### src/rtl/pipelined_shifter.sv
// Pipelined barrel shifter: log2(XLEN) shift levels spread over STAGES register
// stages, with a single global stall driven by the output handshake.
module pipelined_shifter #(
  parameter int unsigned XLEN   = 32,
  parameter int unsigned STAGES = 2
) (
  input  logic                      clk,
  input  logic                      rst,
  input  logic                      in_valid,
  output logic                      in_ready,
  input  logic [XLEN-1:0]           in_data,
  input  logic [$clog2(XLEN)-1:0]   in_shamt,
  input  logic [2:0]                in_mode,
  output logic                      out_valid,
  input  logic                      out_ready,
  output logic [XLEN-1:0]           out_data,
  output logic [$clog2(STAGES):0]   occupancy
);

  localparam int unsigned SHW = $clog2(XLEN);
  localparam int unsigned PER = SHW / STAGES;
  localparam int unsigned OCW = $clog2(STAGES) + 1;
  // Only non-final stages carry control forward; the last stage needs just data/valid.
  localparam int unsigned CTL = (STAGES > 1) ? STAGES - 1 : 1;

  typedef enum logic [2:0] {
    M_SRL = 3'b000,
    M_SLL = 3'b001,
    M_SRA = 3'b010,
    M_ROR = 3'b011,
    M_ROL = 3'b100
  } mode_e;

  function automatic logic [XLEN-1:0] shift_level(
    input logic [XLEN-1:0] d,
    input logic [2:0]      m,
    input logic            sgn,
    input int unsigned     amt
  );
    logic [XLEN-1:0] ones;
    logic [XLEN-1:0] fill;
    logic [XLEN-1:0] r;
    ones = '1;
    fill = sgn ? ~(ones >> amt) : '0;
    case (m)
      M_SRL:   r = d >> amt;
      M_SLL:   r = d << amt;
      M_SRA:   r = (d >> amt) | fill;
      M_ROR:   r = (d >> amt) | (d << (XLEN - amt));
      M_ROL:   r = (d << amt) | (d >> (XLEN - amt));
      default: r = d;
    endcase
    return r;
  endfunction

  function automatic logic [XLEN-1:0] shift_levels(
    input logic [XLEN-1:0] d,
    input logic [2:0]      m,
    input logic            sgn,
    input logic [SHW-1:0]  sh,
    input int unsigned     lo,
    input int unsigned     hi
  );
    logic [XLEN-1:0] r;
    logic [SHW-1:0]  t;
    r = d;
    for (int unsigned lv = 0; lv < SHW; lv++) begin
      t = sh >> lv;
      if (lv >= lo && lv < hi && t[0]) begin
        r = shift_level(r, m, sgn, 32'd1 << lv);
      end
    end
    return r;
  endfunction

  logic [XLEN-1:0] data_q  [STAGES];
  logic            valid_q [STAGES];
  logic [2:0]      mode_q  [CTL];
  logic            sign_q  [CTL];
  logic [SHW-1:0]  shamt_q [CTL];
  logic [OCW-1:0]  occ_q;

  logic [XLEN-1:0] src_data  [STAGES];
  logic [2:0]      src_mode  [STAGES];
  logic            src_sign  [STAGES];
  logic [SHW-1:0]  src_shamt [STAGES];
  logic            valid_d   [STAGES];
  logic [XLEN-1:0] data_d    [STAGES];
  logic [OCW-1:0]  occ_d;
  logic            advance;

  assign out_valid = valid_q[STAGES-1];
  assign out_data  = data_q[STAGES-1];
  assign occupancy = occ_q;
  assign advance   = ~valid_q[STAGES-1] | out_ready;
  assign in_ready  = advance;

  always_comb begin
    src_data[0]  = in_data;
    src_mode[0]  = in_mode;
    src_sign[0]  = in_data[XLEN-1];
    src_shamt[0] = in_shamt;
    valid_d[0]   = in_valid;
    for (int unsigned s = 1; s < STAGES; s++) begin
      src_data[s]  = data_q[s-1];
      src_mode[s]  = mode_q[s-1];
      src_sign[s]  = sign_q[s-1];
      src_shamt[s] = shamt_q[s-1];
      valid_d[s]   = valid_q[s-1];
    end
    occ_d = '0;
    for (int unsigned s = 0; s < STAGES; s++) begin
      // Remainder levels fold into the final stage.
      data_d[s] = shift_levels(src_data[s], src_mode[s], src_sign[s], src_shamt[s],
                               s * PER, (s == STAGES - 1) ? SHW : (s + 1) * PER);
      occ_d = occ_d + OCW'(valid_d[s]);
    end
  end

  always_ff @(posedge clk or posedge rst) begin
    if (rst) begin
      for (int unsigned s = 0; s < STAGES; s++) begin
        data_q[s]  <= '0;
        valid_q[s] <= 1'b0;
      end
      for (int unsigned s = 0; s < CTL; s++) begin
        mode_q[s]  <= '0;
        sign_q[s]  <= 1'b0;
        shamt_q[s] <= '0;
      end
      occ_q <= '0;
    end else if (advance) begin
      for (int unsigned s = 0; s < STAGES; s++) begin
        data_q[s]  <= data_d[s];
        valid_q[s] <= valid_d[s];
      end
      for (int unsigned s = 0; s < CTL; s++) begin
        mode_q[s]  <= src_mode[s];
        sign_q[s]  <= src_sign[s];
        shamt_q[s] <= src_shamt[s];
      end
      occ_q <= occ_d;
    end
  end

endmodule

### config.mk
export PLATFORM = sky130hd
export DESIGN_NAME = pipelined_shifter
export DESIGN_NICKNAME = d
export VERILOG_FILES = /design/src/rtl/pipelined_shifter.sv
export SDC_FILE = /design/constraint.sdc
export NUM_CORES = 1
export LEC_CHECK = 0
export BUFFER_PORTS_ARGS = -buffer_cell sky130_fd_sc_hd__buf_2
export CAP_MARGIN = 15
export CORE_MARGIN = 1
export CORE_UTILIZATION = 64
export CTS_BUF_LIST = sky130_fd_sc_hd__clkbuf_2 sky130_fd_sc_hd__clkbuf_4 sky130_fd_sc_hd__clkbuf_8
export DETAILED_ROUTE_END_ITERATION = 7
export PLACE_DENSITY_LB_ADDON = 0.25
export SYNTH_ARGS = -nofsm -noshare
export SYNTH_HDL_FRONTEND = slang
export SYNTH_SLANG_ARGS = --single-unit
### constraint.sdc
create_clock -name clk -period 3.5 [get_ports clk]
set_clock_uncertainty 0.05 [all_clocks]
set_input_delay 0 -clock clk [delete_from_list [all_inputs] [get_ports clk]]
set_output_delay 0 -clock clk [all_outputs]
set_load 0.05 [all_outputs]
Yosys cells after proc, flatten, opt, wreduce, memory -nomap -nowiden
Cells that the tools add are included.
{"block": "totals", "ff_bits": 77, "out_inout_bits": 36, "elab_cells": 51}
{"block": "classes", "addsub": 1, "eq_ne": 8, "n_mux": 15, "bitwise": 16, "reduce_logical": 3}
{"operator": "32-bit case mux with 5 select lines", "count": 4}
{"operator": "32-bit two-way mux", "count": 10}
{"operator": "32-bit case mux with 4 select lines", "count": 1}
{"operator": "24-bit by 32-bit bitwise OR with 32-bit output", "count": 2}
{"operator": "28-bit by 32-bit bitwise OR with 32-bit output", "count": 2}
{"operator": "30-bit by 32-bit bitwise OR with 32-bit output", "count": 2}
{"operator": "31-bit by 32-bit bitwise OR with 32-bit output", "count": 2}
{"operator": "16-bit by 32-bit bitwise OR with 32-bit output", "count": 1}
{"operator": "32-bit by 1-bit bitwise OR with 32-bit output", "count": 1}
{"operator": "32-bit by 16-bit bitwise OR with 32-bit output", "count": 1}
{"operator": "32-bit by 2-bit bitwise OR with 32-bit output", "count": 1}
{"operator": "32-bit by 4-bit bitwise OR with 32-bit output", "count": 1}
{"operator": "32-bit by 8-bit bitwise OR with 32-bit output", "count": 1}
{"operator": "3-bit by 2-bit equality test with 1-bit output, second input constant", "count": 4}
{"operator": "3-bit by 1-bit equality test with 1-bit output, second input constant", "count": 2}
{"operator": "3-bit equality test, second input constant", "count": 2}
{"operator": "3-bit zero test", "count": 2}
{"operator": "1-bit by 1-bit adder with 2-bit output", "count": 1}
{"operator": "2-bit OR reduction", "count": 1}
{"operator": "1-bit inverter", "count": 1}
{"operator": "1-bit bitwise OR", "count": 1}

Depth between registers and ports, before layout
Gate-level depths: netlist (run 1).
{"block": "logic_depth", "word_depth": 10, "depth_mapped": 10}

Least setup slack after synthesis (run 1)
No wires, ideal clock.
{"block": "synth_timing", "kind": "register to register", "startpoint": "reg valid_q (netlist bit out_valid)", "endpoint": "reg shamt_q[2] (netlist bit)", "setup_ns": 0.159, "t_arrival_ns": 1.872, "t_required_ns": 3.291, "path_slack_ns": 1.418, "path_stages_with_launch": 6, "n_path_buf": 2, "cell_sequence": "dfrtp_1 -> nor2b_1 -> inv_1 -> clkbuf_1 -> clkbuf_1 -> o21ai_0"}
{"block": "synth_via", "elab_chain_cells": 2}
{"element": "start, declared", "line": "77", "source": "logic valid_q [STAGES];"}
{"element": "start signal, assigned by index", "line": "135", "source": "valid_q[s] <= valid_d[s];"}
{"element": "1-bit inverter", "line": "95", "source": "assign advance = ~valid_q[STAGES-1] | out_ready;"}
{"element": "1-bit bitwise OR", "line": "95"}
{"element": "named net in_ready", "line": "10", "source": "output logic in_ready,"}
{"element": "end signal, assigned by index", "line": "140", "source": "shamt_q[s] <= src_shamt[s];"}
{"element": "end, declared", "line": "80", "source": "logic [SHW-1:0] shamt_q [CTL];"}
The timed path passes the listed nets, and every way through them passes these cells.
A chain may end at the register's enable or synchronous reset.

Worst setup path in the final report (run 1)
{"block": "layout_timing", "startpoint": "reg mode_q[2] (netlist bit)", "endpoint": "reg data_q (netlist bit out_data[30])"}
{"block": "layout_via", "elab_chain_cells": 9}
{"element": "start, declared", "line": "78", "source": "logic [2:0] mode_q [CTL];"}
{"element": "start signal, assigned by index", "line": "138", "source": "mode_q[s] <= src_mode[s];"}
{"element": "3-bit equality test (tied with other cells)", "line": "45", "source": "case (m)"}
{"element": "32-bit case mux with 5 select lines", "line": "45"}
{"element": "32-bit two-way mux", "line": "69", "source": "if (lv >= lo && lv < hi && t[0]) begin"}
{"element": "32-bit by 8-bit bitwise OR with 32-bit output (tied with other cells)", "line": "50", "source": "M_ROL: r = (d << amt) | (d >> (XLEN - amt));"}
{"element": "32-bit case mux with 5 select lines", "line": "45"}
{"element": "32-bit two-way mux", "line": "69"}
{"element": "32-bit by 16-bit bitwise OR with 32-bit output", "line": "49, 50"}
{"element": "32-bit case mux with 4 select lines", "line": "45"}
{"element": "32-bit two-way mux *", "line": "69"}
{"element": "end signal, assigned by index", "line": "134", "source": "data_q[s] <= data_d[s];"}
{"element": "end, declared", "line": "76", "source": "logic [XLEN-1:0] data_q [STAGES];"}
Every way passes the cells marked *; elsewhere a longest branch is shown, timed or not.

==> results of run 1 <==
[registers in the layout, indices dropped and copies added (netlist names)]
| register | cells |
|---|---|
| valid_d | 1 |
| out_data | 32 |
| data_q | 32 |
| out_valid | 1 |
| occupancy | 2 |
| shamt_q | 3 |
| mode_q | 3 |
| sign_q | 1 |
[worst paths after layout]
| kind | slack [ns] | start | endpoint | depth (start not counted) |
|---|---|---|---|---|
| max in group asynchronous | 2.14 | rst | data_q[41] | 4 |
| min in group asynchronous | 0.26 | rst | out_data[20] | 3 |
| worst max-delay path | 0.72 | mode_q[2] | out_data[30] | 6 |
| worst min register to register | 0.42 | occupancy[1] | occupancy[1] | 2 |
| worst min-delay path | 0.04 | in_mode[1] | data_q[63] | 3 |
| worst max register to register | 0.72 | mode_q[2] | out_data[30] | 6 |
[metrics by stage]
stage          cell area (µm²)  total power [W]
3_3_place_gp              6950          0.00387
2_1_floorplan             6880          0.00348
5_1_grt                   7220          0.00485
6_report                  7220          0.00466
3_5_place_dp              6950          0.00390
4_1_cts                   7220          0.00457
[power by group]
group          switching [W]  internal (W)
registers           0.000330       0.00111
logic                0.00175      0.000805
clock network       0.000316      0.000348
total                0.00240       0.00226
[cells in the mapped netlist (10+ instances only)]
master / instances
sky130_fd_sc_hd__nor2_1: 93
sky130_fd_sc_hd__nand2_1: 77
sky130_fd_sc_hd__dfrtp_1: 75
sky130_fd_sc_hd__a21oi_1: 52
sky130_fd_sc_hd__o21ai_0: 50
sky130_fd_sc_hd__o22ai_1: 47
sky130_fd_sc_hd__buf_4: 41
sky130_fd_sc_hd__a221oi_1: 39
sky130_fd_sc_hd__clkbuf_1: 28
sky130_fd_sc_hd__buf_2: 26
sky130_fd_sc_hd__mux2i_1: 20
sky130_fd_sc_hd__nand3_1: 18
sky130_fd_sc_hd__inv_1: 15
sky130_fd_sc_hd__a211oi_1: 14
sky130_fd_sc_hd__o21ai_1: 13
sky130_fd_sc_hd__a22oi_1: 12
sky130_fd_sc_hd__buf_6: 11
sky130_fd_sc_hd__a31oi_1: 10
sky130_fd_sc_hd__mux2_2: 10
[cell type report]
| type | count | area, µm² | area share (%) |
|---|---|---|---|
| Inverter | 17 | 63.8 | 0.884 |
| Clock inverter | 3 | 40.0 | 0.555 |
| Clock buffer | 12 | 146 | 2.03 |
| Timing Repair Buffer | 114 | 678 | 9.40 |
| Multi-Input combinational cell | 638 | 4240 | 58.8 |
| Tap cell | 136 | 170 | 2.36 |
| Sequential cell | 75 | 1880 | 26.0 |
[metal layers]
layer  up-vias  global-route usage, %  share of wire [%]
li1       3199                      -                  -
met2       620                   71.1                 46
met4         0                   22.9                5.8
met1      3425                   55.7                 39
met5         -                      0                  0
met3       123                   7.17                9.8
[timing repair]
item                                   CTS  global route
endpoints found under the hold margin   44             0
hold buffers                             8             0
resized for setup                        0             0
[kinds of logic (layout without fill, tap and decap cells)]
kind of cell | Yosys count | in the layout | share of synthesized area [%]
AOI/OAI and AO/OA | 349 | 349 | 37.7
and+or+nand+nor | 247 | 247 | 16.5
buffers and inverters | 129 | 146 | 11.2
DFF | 75 | 75 | 27.3
muxes | 38 | 38 | 6.16
xor gates and xnor gates | 3 | 3 | 0.928
adders and majority gates | 1 | 1 | 0.182
[worst reg2reg max path: stages (launching register included)]
cell	delay [ns]
sky130_fd_sc_hd__dfrtp_1	0.79
sky130_fd_sc_hd__clkinv_1	0.56
sky130_fd_sc_hd__a32oi_1	0.42
sky130_fd_sc_hd__a32oi_1	0.14
sky130_fd_sc_hd__mux2i_1	0.35
sky130_fd_sc_hd__a21oi_1	0.15
sky130_fd_sc_hd__a211oi_1	0.23
[cells in the final DEF, fill, tap and decap left out, types with 7 or more instances in the layout]
cell	n
sky130_fd_sc_hd__nor2_1	93
sky130_fd_sc_hd__buf_2	79
sky130_fd_sc_hd__nand2_1	77
sky130_fd_sc_hd__dfrtp_1	75
sky130_fd_sc_hd__a21oi_1	52
sky130_fd_sc_hd__o21ai_0	50
sky130_fd_sc_hd__o22ai_1	47
sky130_fd_sc_hd__a221oi_1	39
sky130_fd_sc_hd__buf_4	27
sky130_fd_sc_hd__mux2i_1	20
sky130_fd_sc_hd__nand3_1	18
sky130_fd_sc_hd__a211oi_1	14
sky130_fd_sc_hd__inv_1	13
sky130_fd_sc_hd__o21ai_1	13
sky130_fd_sc_hd__a22oi_1	12
sky130_fd_sc_hd__a31oi_1	10
sky130_fd_sc_hd__mux2_2	10
sky130_fd_sc_hd__o211ai_1	9
sky130_fd_sc_hd__o221a_2	9
sky130_fd_sc_hd__nor3_1	9
sky130_fd_sc_hd__clkbuf_8	9
sky130_fd_sc_hd__and2_1	8
sky130_fd_sc_hd__a32oi_1	8
sky130_fd_sc_hd__dlygate4sd3_1	8
sky130_fd_sc_hd__nor2b_1	7
==> results.txt, run 1 <==
- Flip-flop and latch count after synthesis: 75
* Count of vias placed by the detailed router: 7367
- Dominant delay contributor by cell family on the critical path: compound AO/OA/AOI/OAI gates
- The floorplan step set the die height to 106 µm.
* WP data required: 3.71 ns
- Clock slew at reported path FFs: 0.08 ns
- Total length of routed wires: 23900 µm
* Fillcell total: 839
* Number of warning messages in the yosys log: 0
- Of the post-synthesis cell area, the dominant cell type holds 27.3%.
- TritonRoute pass-1 iters: 6
- The number of nets handed over by synthesis was 887.
- The die covers 11200 µm².
- The cell that appears most often on the critical path is sky130_fd_sc_hd__a32oi_1.
- At the end of the flow the core is filled with cells to 69.6%.
* Synth cell types: 84
- Path class of the lowest-slack min-delay path: input pin to flip-flop
- The wire-length estimate of the detail-placed layout is 17700 µm.
- Root buf cell: sky130_fd_sc_hd__clkbuf_8
- Mean post-synth cell area: 8.17 µm²
- Counting I/O delays and the setup requirement, the final critical path takes 2.78 ns.
* Synthesized area: 6880 µm²
- Setup TNS after final layout: 0 ns
- The final hold violation count came to 0.
- Worst slew pin tran: 0.960 ns
- Layout overhead on the synthesized area: 4.87%
- Synthesis produced 842 cells.
- Pre-CTS worst setup slack: 0.891 ns
- The initialized floorplan defines 37 standard-cell rows.
- Of the available clock period, the critical path in the final layout requires 79.5%.
* Crit path capture type: flip-flop
* Layout cells sized above 1: 22.6%
* Number of placed instances, taps included: 972
* Count of placed standard cells in the final layout, fillers left out: 995
- Entering global routing, the biggest net connects 42 pins.
* Total clock sinks: 75
* Unrepaired setup endpoints after global routing: no
- TritonCTS clock tree: built
* Worst-case vdd ir drop: 0.410 mV
- Final hold analysis gives a worst-case slack of 0.0358 ns.
- Crit path buffers/inverters: 1
- Horizontal die dimension: 106 µm
- Most area-consuming cells after synthesis: sky130_fd_sc_hd__dfrtp_1 27%, sky130_fd_sc_hd__nor2_1 5.1%, sky130_fd_sc_hd__a221oi_1 5.0%
- ANT nets after route: 0
* CP Max Fanout: 14
- For the worst setup path, the data arrival time is 2.99 ns.
- Slowest stage cell on the critical path: sky130_fd_sc_hd__dfrtp_1
- Of all cell types, the one taking the most synthesized area is sky130_fd_sc_hd__dfrtp_1.
- Clock latency on the worst-skew pair, taken at its later pin, is 0.36 ns.
- Traced cell by cell, the critical path runs through clkinv_1, a32oi_1, a32oi_1, mux2i_1, a21oi_1, a211oi_1.
- The congestion estimate from routability-driven global placement came to 1.06.
- Number of slew-limit violations in the final report: 0
* Final setup vio count: 0
* Area of the placeable core: 10400 µm²
- For this run, the leading register cell type out of synthesis is sky130_fd_sc_hd__dfrtp_1.
- The first global-routing pass estimated 38100 µm of wire.
* Buffers inserted by post-CTS timing repair: 0
- Count of flip-flops with a built-in enable after synthesis: 0
- CP peak stage delay: 0.79 ns
- At the end of the flow, the number of nets in the layout was 900.
- In this run the deepest clock path goes through 2 buffers.
* Vias per cell: 7.40
- Derived from the worst setup path, the maximum achievable clock frequency is 0.359 GHz.
- Cell leakage power: 2.95 nW
* Worst setup path class: flip-flop to flip-flop
- The worst path meets setup with 0.718 ns of slack.
* Post-route DRC: 0
* CTS H-tree depth: 3
* Number of global-route vias before repair: 7048
- Proportion of synthesized flip-flops having asynchronous set or reset: 100%
- Global routing used 43.7% of the available tracks across all layers.
- Max-slew headroom at the worst pin: 35.9%
- The run finished with clean final reports.
- Summing the sequential cell areas from Yosys gives 27.3% of the chip area.
* Per-cell routed wire length: 24.0 µm
- Overflow after GRT: 0
- 0 antenna diodes ended up in the layout.
- The worst setup path is launched from a flip-flop.
- During placement, the flow inserted port buffers numbering 79.
- For this design the top-level I/O count stands at 80.
- The initial antenna violation count came to 0.
- In this run the power density over the cells is 646 nW/µm².
- In this run, the number of DRC markers left after iteration 0 of detailed routing was 965.
- Total CTS buffers: 9
* Initial Util: 66.3%
- The tool flagged a number of max-cap violations equal to 0.
No activity file was read; power rests on OpenSTA's default activity.
==> run 2: changes to the inputs <==
ABC_AREA = 1   (was not set)
CORE_UTILIZATION = 55   (was 64)
clock period = 2.5 ns   (was 3.5 ns; I/O delays follow)
==> run 2 against run 1 <==
  * Wire length is 13% lower
  * Largest cell class unchanged
  * Count of clock-buffer cells in the layout down 1
  * Utilization is 8.7 points lower
  * Final area grew 1.3%
  * Total power is 33% higher
  * Final cell count is 34% higher
  * Highest routed layer unchanged
  * Critical path depth is 6 higher
  * First-iteration DRC count fell by 17%
  * Combinational power increased by 25%
  * Sequential share of layout area is 0.34 points lower
  * Non-clock buffer count did not move
==> results.txt, run 2 <==
* Layer with the highest usage after global routing: met2
- The worst pin sits at a relative slew slack of 65.2%.
- Met1 track demand over resource in global routing: 46.2%
- The number of global-route vias before repair came to 7049.
* Sequential element share of the synthesized area: 27.8%
* Cell Pwr Density: 850 nW/µm²
- By area the synthesized netlist is led by sky130_fd_sc_hd__nand2_1 28%, sky130_fd_sc_hd__dfrtp_1 28%, sky130_fd_sc_hd__nand3_1 15%.
- Number of placed instances, taps included: 1310
* Area share of the leading cell type in the synthesized netlist: 28.3%
* CTS H-tree depth: 3
- During placement, the flow inserted port buffers numbering 79.
* Weighted congestion at the end of routability-driven global placement: 1.00
- Proportion of synthesized flip-flops having asynchronous set or reset: 100%
- Once the floorplan was initialized, standard cells occupied 56.3% of the core.
- The largest total area in the synthesized netlist belongs to sky130_fd_sc_hd__nand2_1.
- WP data required: 2.73 ns
- For this design the top-level I/O count stands at 80.
- Global-route usage over all layers: 34.2%
- In the routed design, unresolved DRC markers number 0.
- sky130_fd_sc_hd__nand2_1 is the most common cell in the netlist.
- Synthesis instantiated 28 different standard cells from the library.
- Flip-flop and latch count after synthesis: 75
- The initial antenna violation count is 0.
* Global-route wire length before repair: 34500 µm
- Worst-case vdd ir drop: 0.426 mV
- The critical path in this run is classified as flip-flop to flip-flop.
- Minimum period implied by the final worst setup slack: 2.15 ns
* Setup TNS after final layout: 0 ns
* Count of flip-flops with a built-in enable after synthesis: 0
* Vias per cell: 5.72
* Mean post-synth cell area: 5.83 µm²
* DP HPWL: 15000 µm
- Once layout is complete, the cells apart from fillers number 1335.
- Worst slew pin tran: 0.520 ns
* Most frequently used flop master after synthesis: sky130_fd_sc_hd__dfrtp_1
- For this run, the detailed router's first-pass iteration total came to 5.
- Number of slew-limit violations in the final report: 0
- Maximum number of pins on one net before global-route repair: 112
- Summed over all cells, the static leakage comes to 4.07 nW.
* Area of the placeable core: 12000 µm²
- Height of the die: 113 µm
* Routing usage on met2: 53.5%
* Most used cells in the layout excluding fill and tap cells: 510 x sky130_fd_sc_hd__nand2_1, 200 x sky130_fd_sc_hd__nand3_1, 84 x sky130_fd_sc_hd__inv_1
- For this run, the number of Yosys warnings is 0.
* Clock slew at reported path FFs: 0.09 ns
* ANT nets after route: 0
- The tree is rooted in a sky130_fd_sc_hd__clkbuf_8.
- In this run the worst hold path is classified as input pin to flip-flop.
- Post-synth net total: 1204
- The final hold violation count was 0.
* Buffers from clock root to sink, at most: 2
- TritonCTS clock tree: built
* Total clock sinks: 75
- # Max-Cap Violations: 0
- The area growth from synthesis to layout is 8.12%.
- Fraction of the cycle the final worst path needs: 86.2%
* Synthesized area: 6760 µm²
* Status: complete, no violations
- In this run the worst path has a maximum fanout of 24.
- The worst setup path is launched from a flip-flop.
* Crit path capture type: flip-flop
- The detailed router finished its first iteration with 802 violations.
- Final layout net count: 1228
- Met3 track utilization from global routing: 6.11%
- Unrepaired setup endpoints after global routing: no
- Setup violations remaining at the end of the flow were counted as 0.
- Total CTS buffers: 9
- The repair_antennas step left the layout with diodes totalling 0.
- The library cell used most frequently in the layout, excluding fill and tap cells, is sky130_fd_sc_hd__nand2_1.
- Layout cells sized above 1: 11.8%
- From left edge to right edge, the die measures 113 µm.
- For this run, the top clock speed supported by timing is 0.464 GHz.
- Std-Cell Rows: 40
* Overall die area: 12700 µm²
- After global routing the overflow that remains totals 0.
- Wires add up to 20900 µm.
* Syn Inst Count: 1159
- For the worst setup path, the data arrival time is 2.39 ns.
- Counting instances in the post-synthesis netlist gives the leading cell types as 510 x sky130_fd_sc_hd__nand2_1, 200 x sky130_fd_sc_hd__nand3_1, 85 x sky130_fd_sc_hd__inv_1.
- The layout has 1239 filler cells.
- The clock reaches the later pin of the worst-skew pair after 0.38 ns.
- Dividing the detail-routed wire length by the instance count gives 15.6 µm.
- Count of vias placed by the detailed router: 7630
[run 2: changes by cell type after synthesis, moves of 20 or more]
cell                       before  now
sky130_fd_sc_hd__nand2_1       77  510
sky130_fd_sc_hd__nand3_1       18  200
sky130_fd_sc_hd__inv_1         15   85
sky130_fd_sc_hd__o22ai_1       47    1
sky130_fd_sc_hd__a221oi_1      39    0
sky130_fd_sc_hd__o21ai_0       50   11
sky130_fd_sc_hd__nor2_1        93   55
sky130_fd_sc_hd__o221ai_1       4   29
sky130_fd_sc_hd__mux2i_1       20    0
[run 2: repair_timing]
| item | CTS | global route |
|---|---|---|
| hold buffers | 9 | 0 |
| setup buffers | 0 | 0 |
| endpoints found under the hold margin | 31 | 0 |
| resized for setup | 0 | 0 |
[run 2: path summary, 6_finish.rpt]
path	from	endpoint	slack [ns]	cells after the start
max reg2reg	mode_q[0]	out_data[3]	0.35	12
max in group asynchronous	rst	data_q[57]	1.53	4
min in group asynchronous	rst	out_data[31]	0.13	3
min reg2reg	out_data[18]	out_data[18]	0.43	2
min	in_data[12]	data_q[42]	0.04	7
max	mode_q[0]	out_data[3]	0.35	12
[run 2: through the flow]
step / hold slack, ns / power (W) / setup WS [ns] / cell area [µm²] / utilization (%)
2_1_floorplan: 0.0596 / 0.00446 / 0.540 / 6760 / -
3_3_place_gp: 0.000940 / 0.00495 / 0.446 / 6970 / 58.0
3_5_place_dp: 0.0107 / 0.00496 / 0.404 / 6970 / 58.0
4_1_cts: 0.0317 / 0.00619 / 0.355 / 7310 / 60.9
5_1_grt: 0.0966 / 0.00664 / 0.119 / 7310 / 60.9
6_report: 0.0445 / 0.00621 / 0.346 / 7310 / 60.9
[run 2: power by group]
group / total [W] / switching [W] / internal [W]
logic: 0.00319 / 0.00233 / 0.000861
clock network: 0.00121 / 0.000500 / 0.000709
registers: 0.00182 / 0.000292 / 0.00153
[run 2: logic make-up (layout without fill, tap and decap cells)]
kind of cell | Yosys count | count (layout) | share of synthesized area [%]
DFF | 75 | 75 | 27.8
adders and majority gates | 1 | 1 | 0.185
and+or+nand+nor | 776 | 776 | 47.4
buffers and inverters | 193 | 222 | 14.0
AOI/OAI and AO/OA | 114 | 114 | 10.6
[run 2: layout make-up]
type	count	area, µm²	area share, %
Clock buffer	11	145	1.99
Timing Repair Buffer	114	706	9.65
Sequential cell	75	1880	25.7
Inverter	92	348	4.76
Multi-Input combinational cell	891	3940	53.9
Clock inverter	5	108	1.47
Tap cell	147	184	2.52
[run 2: per-layer routing]
metal  wire length, µm  vias up
li1                  -     3742
met1              9200     3526
met4               690        0
met5                 0        -
met2              9510      310
met3              1450       52
[run 2: worst max-delay path, stage by stage (launching register included)]
cell	delay (ns)
sky130_fd_sc_hd__dfrtp_1	0.50
sky130_fd_sc_hd__o21ai_2	0.21
sky130_fd_sc_hd__nand2_1	0.13
sky130_fd_sc_hd__inv_2	0.35
sky130_fd_sc_hd__nand3_1	0.25
sky130_fd_sc_hd__nand3_1	0.14
sky130_fd_sc_hd__nand2_1	0.06
sky130_fd_sc_hd__nand2_1	0.09
sky130_fd_sc_hd__nand2_1	0.06
sky130_fd_sc_hd__nand2_1	0.05
sky130_fd_sc_hd__nand2_1	0.05
sky130_fd_sc_hd__nand2_1	0.05
sky130_fd_sc_hd__nand2_1	0.05
